File: config.mk
export PLATFORM = sky130hd
export DESIGN_NAME = fpga_clk_ratio_gen
export DESIGN_NICKNAME = d
export VERILOG_FILES = /design/src/rtl/fpga_clk_ratio_gen.sv
export SDC_FILE = /design/constraint.sdc
export NUM_CORES = 1
export LEC_CHECK = 0
export BUFFER_PORTS_ARGS = -buffer_cell sky130_fd_sc_hd__clkbuf_2
export CAP_MARGIN = 20
export CORE_MARGIN = 2
export CORE_UTILIZATION = 40
export DETAILED_ROUTE_END_ITERATION = 7
export PLACE_DENSITY = 0.68
export SYNTH_ARGS = -nofsm -noshare
export SYNTH_HDL_FRONTEND = slang
export SYNTH_SLANG_ARGS = --single-unit
export TNS_END_PERCENT = 50
File: constraint.sdc
create_clock -name i_pad_clk -period 2.4 [get_ports i_pad_clk]
set_input_delay 0.12 -clock i_pad_clk [delete_from_list [all_inputs] [get_ports i_pad_clk]]
set_output_delay 0.12 -clock i_pad_clk [all_outputs]
set_load 0.02 [all_outputs]
File: src/rtl/fpga_clk_ratio_gen.sv
// APB-programmable multi-channel clock-enable generator.
// Each channel emits a one-cycle clk_en pulse every (ratio+1) cycles. New
// ratios are held in a shadow register and only become active at a period
// boundary, so no channel ever produces a short or stretched period.
module fpga_clk_ratio_gen #(
  parameter int                NUM_CH  = 4,
  parameter int                RATIO_W = 3,
  parameter logic [NUM_CH-1:0] RST_EN  = {NUM_CH{1'b1}}
) (
  input  logic                        i_pad_clk,
  input  logic                        clkrst,
  input  logic                        psel,
  input  logic                        penable,
  input  logic                        pwrite,
  input  logic [7:0]                  paddr,
  input  logic [31:0]                 pwdata,
  output logic [31:0]                 prdata,
  output logic                        pready,
  output logic                        pslverr,
  output logic [NUM_CH-1:0]           clk_en,
  output logic [NUM_CH*RATIO_W-1:0]   pad_biu_clkratio
);

  localparam logic [5:0] CTRL_WORD = 6'h10;
  localparam logic [5:0] STAT_WORD = 6'h11;

  logic [RATIO_W-1:0] shadow_q [NUM_CH];
  logic [RATIO_W-1:0] shadow_d [NUM_CH];
  logic [RATIO_W-1:0] active_q [NUM_CH];
  logic [RATIO_W-1:0] active_d [NUM_CH];
  logic [RATIO_W-1:0] cnt_q    [NUM_CH];
  logic [RATIO_W-1:0] cnt_d    [NUM_CH];
  logic [NUM_CH-1:0]  pending_q, pending_d;
  logic [NUM_CH-1:0]  ctrl_q, ctrl_d;
  logic [31:0]        prdata_q, prdata_d;
  logic               pslverr_q, pslverr_d;

  logic [5:0]  word;
  logic        ratio_hit, ctrl_hit, stat_hit, unmapped;
  logic        apb_wr, setup_rd;
  logic [31:0] rd_data;
  logic        unused_bits;

  assign word      = paddr[7:2];
  assign ratio_hit = (word < 6'(NUM_CH));
  assign ctrl_hit  = (word == CTRL_WORD);
  assign stat_hit  = (word == STAT_WORD);
  assign unmapped  = ~(ratio_hit | ctrl_hit | stat_hit);
  assign apb_wr    = psel & penable & pwrite & ~unmapped;
  assign setup_rd  = psel & ~penable & ~pwrite;

  // byte-lane bits of the address and high write-data bits carry no meaning
  assign unused_bits = ^{paddr[1:0], pwdata};

  assign pready  = 1'b1;
  assign prdata  = prdata_q;
  assign pslverr = pslverr_q;

  // Register read mux; unmapped words read as zero.
  always_comb begin
    rd_data = '0;
    if (ctrl_hit) begin
      rd_data[NUM_CH-1:0] = ctrl_q;
    end else if (stat_hit) begin
      rd_data[NUM_CH-1:0] = pending_q;
    end else begin
      for (int n = 0; n < NUM_CH; n++) begin
        if (word == 6'(n)) rd_data[RATIO_W-1:0] = shadow_q[n];
      end
    end
  end

  // Next state for the register file and every channel's counter/ratio pair.
  always_comb begin
    ctrl_d = ctrl_q;
    if (apb_wr && ctrl_hit) ctrl_d = pwdata[NUM_CH-1:0];
    prdata_d  = setup_rd ? rd_data : prdata_q;
    // registered at setup so the flag is up exactly during the access phase
    pslverr_d = psel & ~penable & unmapped;
    pending_d = pending_q;
    for (int n = 0; n < NUM_CH; n++) begin
      shadow_d[n] = shadow_q[n];
      active_d[n] = active_q[n];
      cnt_d[n]    = cnt_q[n];
      if (ctrl_q[n]) begin
        if (cnt_q[n] == active_q[n]) begin
          cnt_d[n] = '0;
          if (pending_q[n]) begin
            active_d[n]  = shadow_q[n];
            pending_d[n] = 1'b0;
          end
        end else begin
          cnt_d[n] = cnt_q[n] + RATIO_W'(1);
        end
      end else begin
        // idle channel tracks the shadow so it restarts on the newest ratio
        cnt_d[n]     = '0;
        active_d[n]  = shadow_q[n];
        pending_d[n] = 1'b0;
      end
      // a write outranks the terminal-cycle clear, keeping the new value queued
      if (apb_wr && word == 6'(n)) begin
        shadow_d[n]  = pwdata[RATIO_W-1:0];
        pending_d[n] = 1'b1;
      end
    end
  end

  // State registers with synchronous reset.
  always_ff @(posedge i_pad_clk) begin
    if (clkrst) begin
      ctrl_q    <= RST_EN;
      pending_q <= '0;
      prdata_q  <= '0;
      pslverr_q <= 1'b0;
      for (int n = 0; n < NUM_CH; n++) begin
        shadow_q[n] <= '0;
        active_q[n] <= '0;
        cnt_q[n]    <= '0;
      end
    end else begin
      ctrl_q    <= ctrl_d;
      pending_q <= pending_d;
      prdata_q  <= prdata_d;
      pslverr_q <= pslverr_d;
      for (int n = 0; n < NUM_CH; n++) begin
        shadow_q[n] <= shadow_d[n];
        active_q[n] <= active_d[n];
        cnt_q[n]    <= cnt_d[n];
      end
    end
  end

  // Enable pulses and the packed active-ratio bus, straight from flops.
  always_comb begin
    clk_en           = '0;
    pad_biu_clkratio = '0;
    for (int n = 0; n < NUM_CH; n++) begin
      clk_en[n] = ctrl_q[n] & (cnt_q[n] == active_q[n]);
      pad_biu_clkratio[n*RATIO_W +: RATIO_W] = active_q[n];
    end
  end

endmodule

==> results.json, run 1 <==
{
  "min_path_cells": 3,
  "die_y_um": 81.9,
  "synthMuxAreaShare": 0.134,
  "dpl_worst_slack_ps": 705,
  "grt_pass1_wl_mm": 7.53,
  "synthAdderAreaFrac": 0.0206,
  "switchingPower_uw": 360,
  "endpoint": "clk_en[1]",
  "required_ps": 2280,
  "slew_headroom": 0.631,
  "swShare": 0.256,
  "synth_area_leaders": "dfxtp_1 (40%), mux2i_1 (12%), buf_4 (9.0%), nor2_1 (5.6%), xor2_1 (3.2%)",
  "synth_compound_area_frac": 0.0742,
  "clk-insertion-delay-late_ps": 300,
  "fin_setup_tns_ps": 0,
  "synth.distinct_cells": 42,
  "drc": 0,
  "drt_wl_total_mm": 4.37,
  "post_cts_resized": 0,
  "nets": 334,
  "cp_max_fo": 3,
  "final_util": 0.452,
  "portBuffers": 35,
  "syn_inst": 249,
  "grt_max_degree": 28,
  "rsz0062_at_grt": "no",
  "syn_avg_cell_area_um2": 9.76,
  "pwr-share-seq": 0.582,
  "hp-class": "input pin to register",
  "cap_violations": 0,
  "clock_sinks": 49,
  "root_buffer": "clkbuf_8",
  "drv_slew": 0,
  "drtAntennaViolNets": 0,
  "status": "finished clean",
  "via_per_inst": 4.79,
  "crit_arrival_ps": 1440,
  "fin_crit_ps": 1560,
  "cts_setup_buffers": 0,
  "clockPowerShare": 0.340,
  "synth-seq-area-share": 0.404,
  "synth_top_family_by_area": "simple AND/OR/NAND/NOR gates",
  "synthSimpleGateAreaFrac": 0.192,
  "clkTransAtPathRegs_ps": 90,
  "critPathLaunchType": "register",
  "via_count": 1729,
  "grt_overflow_total": 0,
  "yosysWarnings": 0,
  "finalSetupViolations": 0,
  "diodes": 0,
  "fp-row-count": 28,
  "drive_gt1_frac": 0.206,
  "initial_utilization": 0.413,
  "r2r_cells": 5,
  "drt_iter0_drc": 52,
  "synthXorXnorAreaFrac": 0.0577,
  "skew_ps": 9.23,
  "synth_area_um2": 2430,
  "worstSetupEndpointType": "output port",
  "internal-power_mw": 1.04,
  "dieArea_um2": 6710,
  "path_class": "register to output port",
  "areaGrowthSynthToFinish_pct": 9.37,
  "r2r-end": "active_q[2][0]",
  "grt_usage": 0.146,
  "gp_congestion": 0.783,
  "clock_path_buffers": 2,
  "synth_top_area_share": 0.404,
  "setup_slack_ps": 844,
  "vdd_drop_max_mv": 0.372,
  "synth_top_area_cell": "dfxtp_1",
  "finalCritPeriodShare": 0.648,
  "worstMarginPinSlew_ps": 552,
  "grt_pass1_vias": 1665,
  "synth_seq_cells": 49,
  "cts_hold_buf": 0,
  "timing.rr.start": "active_q[2][1]",
  "antenna_found_initial": 0,
  "leakagePower_nw": 1.19,
  "cts_tree": "yes",
  "htreeDepth": 2,
  "drtPass1Iterations": 4,
  "pwr-share-comb": 0.078,
  "hold_violations": 0,
  "rrSetupSlack_ps": 950,
  "hpwl_mm": 3.44,
  "critPathLaunch": "active_q[1][1]",
  "coreArea_um2": 5890,
  "chipWidth_um": 81.9,
  "powerDensity_nw_per_um2": 528,
  "wire_per_inst_um": 12.1,
  "numCtsBuffers": 5,
  "clock.fmax_mhz": 643,
  "pin_count": 95
}
-- placed cells by master, fill, tap and decap left out, types with 4 or more instances in the layout --
| cell | n |
|---|---|
| and2_1 | 6 |
| nor2_1 | 36 |
| nand3_1 | 4 |
| conb_1 | 29 |
| clkbuf_8 | 5 |
| ha_1 | 4 |
| mux2i_1 | 28 |
| inv_1 | 7 |
| clkbuf_2 | 35 |
| dfxtp_1 | 49 |
| a22o_1 | 4 |
| nor3_1 | 6 |
| nand2_1 | 7 |
| xnor2_1 | 7 |
| xor2_1 | 9 |
-- cell families (layout without fill, tap and decap cells) --
family          Yosys count  count (layout)
simple gates             80              80
flops                    49              49
buf+inv                  43              53
mux                      31              31
compound gates           24              24
xor+xnor                 16              16
fa+ha+maj                 4               4
other cells               2              29
-- registers in the layout, summed over array words and instances, names as in the netlist --
signal	flops
active_q	12
cnt_q	12
shadow_q	12
ctrl_q	4
pending_q	4
prdata	4
pslverr	1
-- worst min path at each step --
stage                          from        end
after CTS                 pwdata[3]  ctrl_q[3]
after detailed placement  pwdata[3]  ctrl_q[3]
final                     pwdata[3]  ctrl_q[3]
after floorplan           pwdata[1]  ctrl_q[1]
after global routing      pwdata[3]  ctrl_q[3]
after global placement    pwdata[3]  ctrl_q[3]
-- cells in the mapped netlist (all sizes together) --
master and n:
o41a 1, a21oi 3, mux2 2, nand4b 1
or4b 1, o21bai 2, ha 4, nor2 36
mux4 1, or3 2, xor2 9, buf 31
o22ai 2, o211ai 2, nand3 4, mux2i 28
conb 2, nor3 8, nand2b 3, a211oi 2
nor4 4, a41oi 1, xnor2 7, or4 1
dfxtp 49, nor3b 3, o21ai 3, and2 6
and2b 1, nand3b 2, clkbuf 5, o41ai 2
a22o 6, and3 1, inv 7, nand2 7
-- stage by stage --
stage	power [mW]	instance area, um^2	cells	hold slack, ps
after floorplan	0.952	2530	276	248
after global placement	0.944	2570	353	371
after detailed placement	0.944	2570	353	375
after CTS	1.42	2660	361	52.8
after global routing	1.47	2660	361	46.3
final	1.40	2660	361	54.0
-- layout make-up --
cell class | instances | area [um^2]
inverters | 7 | 26.3
repair buffers | 38 | 198
clock buffers | 6 | 72.6
fillers | 596 | 3230
clock inverters | 2 | 15.0
well taps | 75 | 93.8
flip-flops and latches | 49 | 981
multi-input cells | 184 | 1270
-- power groups by stage --
stage               clock network (mW)  logic [mW]  registers, mW
finish                           0.477       0.109          0.815
global route                     0.535       0.122          0.816
CTS                              0.498       0.109          0.815
detailed placement                   0       0.109          0.835
global placement                     0       0.109          0.835
floorplan                            0       0.115          0.837
-- routing by layer --
| layer | vias up | GRT usage | routed length, um |
|---|---|---|---|
| met5 | - | 0 | 0 |
| met4 | 0 | 0.0500 | 96 |
| met3 | 9 | 0.0396 | 244 |
| met2 | 50 | 0.237 | 2010 |
| met1 | 801 | 0.187 | 2030 |
| li1 | 869 | - | - |
-- worst max-delay path, stage by stage (launching register included) --
cell and delay [ps]:
dfxtp_1 340, xor2_1 180, nor3_1 280, and2_1 180, clkbuf_2 160
(Power assumes the default switching activity.)
==> run 2: changes to the inputs <==
- ABC_AREA: not set -> 1
- PLACE_DENSITY: 0.68 -> 0.67
- clock period: 2.4 -> 1.5 ns (I/O delays scaled with it)
==> run 2 against run 1 <==
  * Combinational power rose by 110%
  * Non-clock buffer count rose by 3
  * Synthesized cell count rose by 25%
  * Design area rose by 6.2%
  * Largest cell class unchanged
==> results.json, run 2 <==
{
  "status": "finished clean",
  "fin_crit_ps": 1320,
  "synth_top_area_share": 0.387,
  "clock_path_buffers": 2,
  "critPathLaunch": "cnt_q[0][0]",
  "grt_pass1_wl_mm": 8.44,
  "diodes": 0,
  "required_ps": 1420,
  "numCtsBuffers": 5,
  "crit_arrival_ps": 1250,
  "setup_slack_ps": 180,
  "p_total_mw": 2.29,
  "syn_inst": 312,
  "fillers": 631,
  "antenna_found_initial": 0,
  "leakagePower_nw": 1.28,
  "drc": 0,
  "layout_commonest_cell": "nor2_1",
  "vdd_drop_max_mv": 0.372,
  "reg_top3": "active_q: 12 flops, cnt_q: 12 flops, shadow_q: 12 flops",
  "cp_max_fo": 3,
  "htreeDepth": 2,
  "skew_ps": 4.98,
  "r2r-end": "active_q[3][1]",
  "yosysWarnings": 0,
  "placed_area_um2": 2720,
  "die_y_um": 83.6,
  "gp_congestion": 0.820,
  "critPathLaunchType": "register",
  "fp-row-count": 29,
  "synth.distinct_cells": 33,
  "path_class": "register to output port",
  "cts_setup_buffers": 0,
  "holdPathEnd": "ctrl_q[0]",
  "cts_tree": "yes",
  "areaGrowthSynthToFinish_pct": 11.2,
  "drt_iter0_drc": 86,
  "cp_cell_sequence": "xnor2_1 > nand3_1 > nor2_1 > clkbuf_2",
  "timing.rr.start": "active_q[3][2]",
  "dieArea_um2": 7000,
  "slowest_delay_ps": 380,
  "coreArea_um2": 6240,
  "drive_gt1_frac": 0.203,
  "rsz0062_at_grt": "no",
  "portBuffers": 35,
  "hpwl_mm": 3.73,
  "drv_slew": 0,
  "synth-seq-area-share": 0.387,
  "r2r_cells": 6,
  "worstSetupEndpointType": "output port",
  "final_util": 0.452,
  "pin_count": 95,
  "clock_sinks": 49,
  "critPathBufInv": 1,
  "whs_ps": 81.4,
  "nets": 403,
  "clock.fmax_mhz": 757,
  "synth_commonest_cells": "nor2_1 (50), dfxtp_1 (49), inv_1 (35), buf_4 (29), o21ai_0 (28)",
  "wire_per_inst_um": 11.1,
  "grt_pass1_vias": 1878,
  "synth_top_area_cell": "dfxtp_1",
  "hold_start": "pwdata[0]",
  "via_count": 1981,
  "cap_violations": 0,
  "layout_common_cells": "nor2_1 (50), dfxtp_1 (49), inv_1 (35), clkbuf_2 (35), conb_1 (29)",
  "yosysMostFrequentCell": "nor2_1",
  "rrSetupSlack_ps": 240,
  "powerDensity_nw_per_um2": 811,
  "synth_ff_type": "dfxtp_1",
  "synth_enable_flop_cells": 0,
  "chipWidth_um": 83.6,
  "hp-class": "input pin to register",
  "dpl_worst_slack_ps": 150,
  "initial_utilization": 0.407,
  "cp_slowest_cell": "dfxtp_1",
  "drt_wl_total_mm": 4.81,
  "fin_setup_tns_ps": 0,
  "hold_violations": 0,
  "synth_area_leaders": "dfxtp_1 (39%), buf_4 (8.6%), nor2_1 (7.4%), o21ai_0 (5.5%), xnor2_1 (5.5%)",
  "grt_overflow_total": 0,
  "critPathTopFamily": "flip-flops",
  "clkTransAtPathRegs_ps": 80,
  "min_path_cells": 3,
  "root_buffer": "clkbuf_8",
  "design_area_um2": 2820,
  "grt_max_degree": 34,
  "grt_usage": 0.146,
  "synthArstFlopShare": 0,
  "drtAntennaViolNets": 0,
  "drtPass1Iterations": 4,
  "dp_cells": 422,
  "synth_seq_cells": 49,
  "finalSetupViolations": 0,
  "synth_area_um2": 2540,
  "instances_no_fill": 432,
  "clk-insertion-delay-late_ps": 300,
  "via_per_inst": 4.59,
  "syn_avg_cell_area_um2": 8.13,
  "finalCritPeriodShare": 0.880
}
==> run 2: changes by cell type after synthesis, moves of 11 or more <==
cell | before | now
o21ai_0 | 3 | 28
a21oi_1 | 3 | 16
nor2_1 | 36 | 50
mux2i_1 | 28 | 0
nand3_1 | 4 | 15
nand2_1 | 7 | 22
inv_1 | 7 | 35
==> run 2: how the worst max path moves through the flow <==
stage	endpoint	cells past startpoint	slack (ps)
2_1_floorplan	active_q[0][0]	6	190
6_report	clk_en[0]	4	180
3_3_place_gp	active_q[2][0]	6	170
3_5_place_dp	active_q[0][0]	6	150
4_1_cts	active_q[0][0]	6	130
5_1_grt	clk_en[0]	4	30
==> run 2: worst reg2reg max path, cell delays in order (launching register included) <==
cell and delay (ps):
dfxtp_1 380, xnor2_1 130, nand3_1 130, o21ai_0 240, buf_4 160, o21ai_0 60, nor2_1 90
==> run 2: final cells by class <==
class	count	area, um^2	share of cell area
clock inverters	1	7.51	0.00266
inverters	40	155	0.0550
flip-flops and latches	49	981	0.348
clock buffers	7	76.3	0.0271
repair buffers	41	238	0.0843
multi-input cells	217	1270	0.449
well taps	77	96.3	0.0341
==> run 2: kinds of logic after synthesis <==
logic type / after synthesis / synth area share
other: 2 / 0.00296
DFF: 49 / 0.387
buffers and inverters: 73 / 0.154
AOI/OAI and AO/OA: 56 / 0.127
xor gates and xnor gates: 16 / 0.0552
adders and majority gates: 4 / 0.0197
and+or+nand+nor: 112 / 0.255
==> run 2: timing repair <==
| item | in CTS | in global routing |
|---|---|---|
| hold buffers | 2 | 0 |
| endpoints found under the setup margin | 0 | 6 |
| resized for setup | 0 | 2 |
| endpoints found under the hold margin | 2 | 0 |
==> run 2: routing by layer <==
metal,vias to the layer above,track usage,part of all wire
met3,11,0.0435,0.064
met4,0,0.0601,0.023
met5,-,0,0
li1,1037,-,-
met2,60,0.233,0.43
met1,873,0.185,0.48
==> run 2: where the power goes <==
part,total (mW),switching [mW],leakage (nW),internal (mW)
Clock,0.753,0.423,0.0385,0.330
Sequential,1.31,0.00328,0.395,1.30
Combinational,0.226,0.172,0.843,0.0540
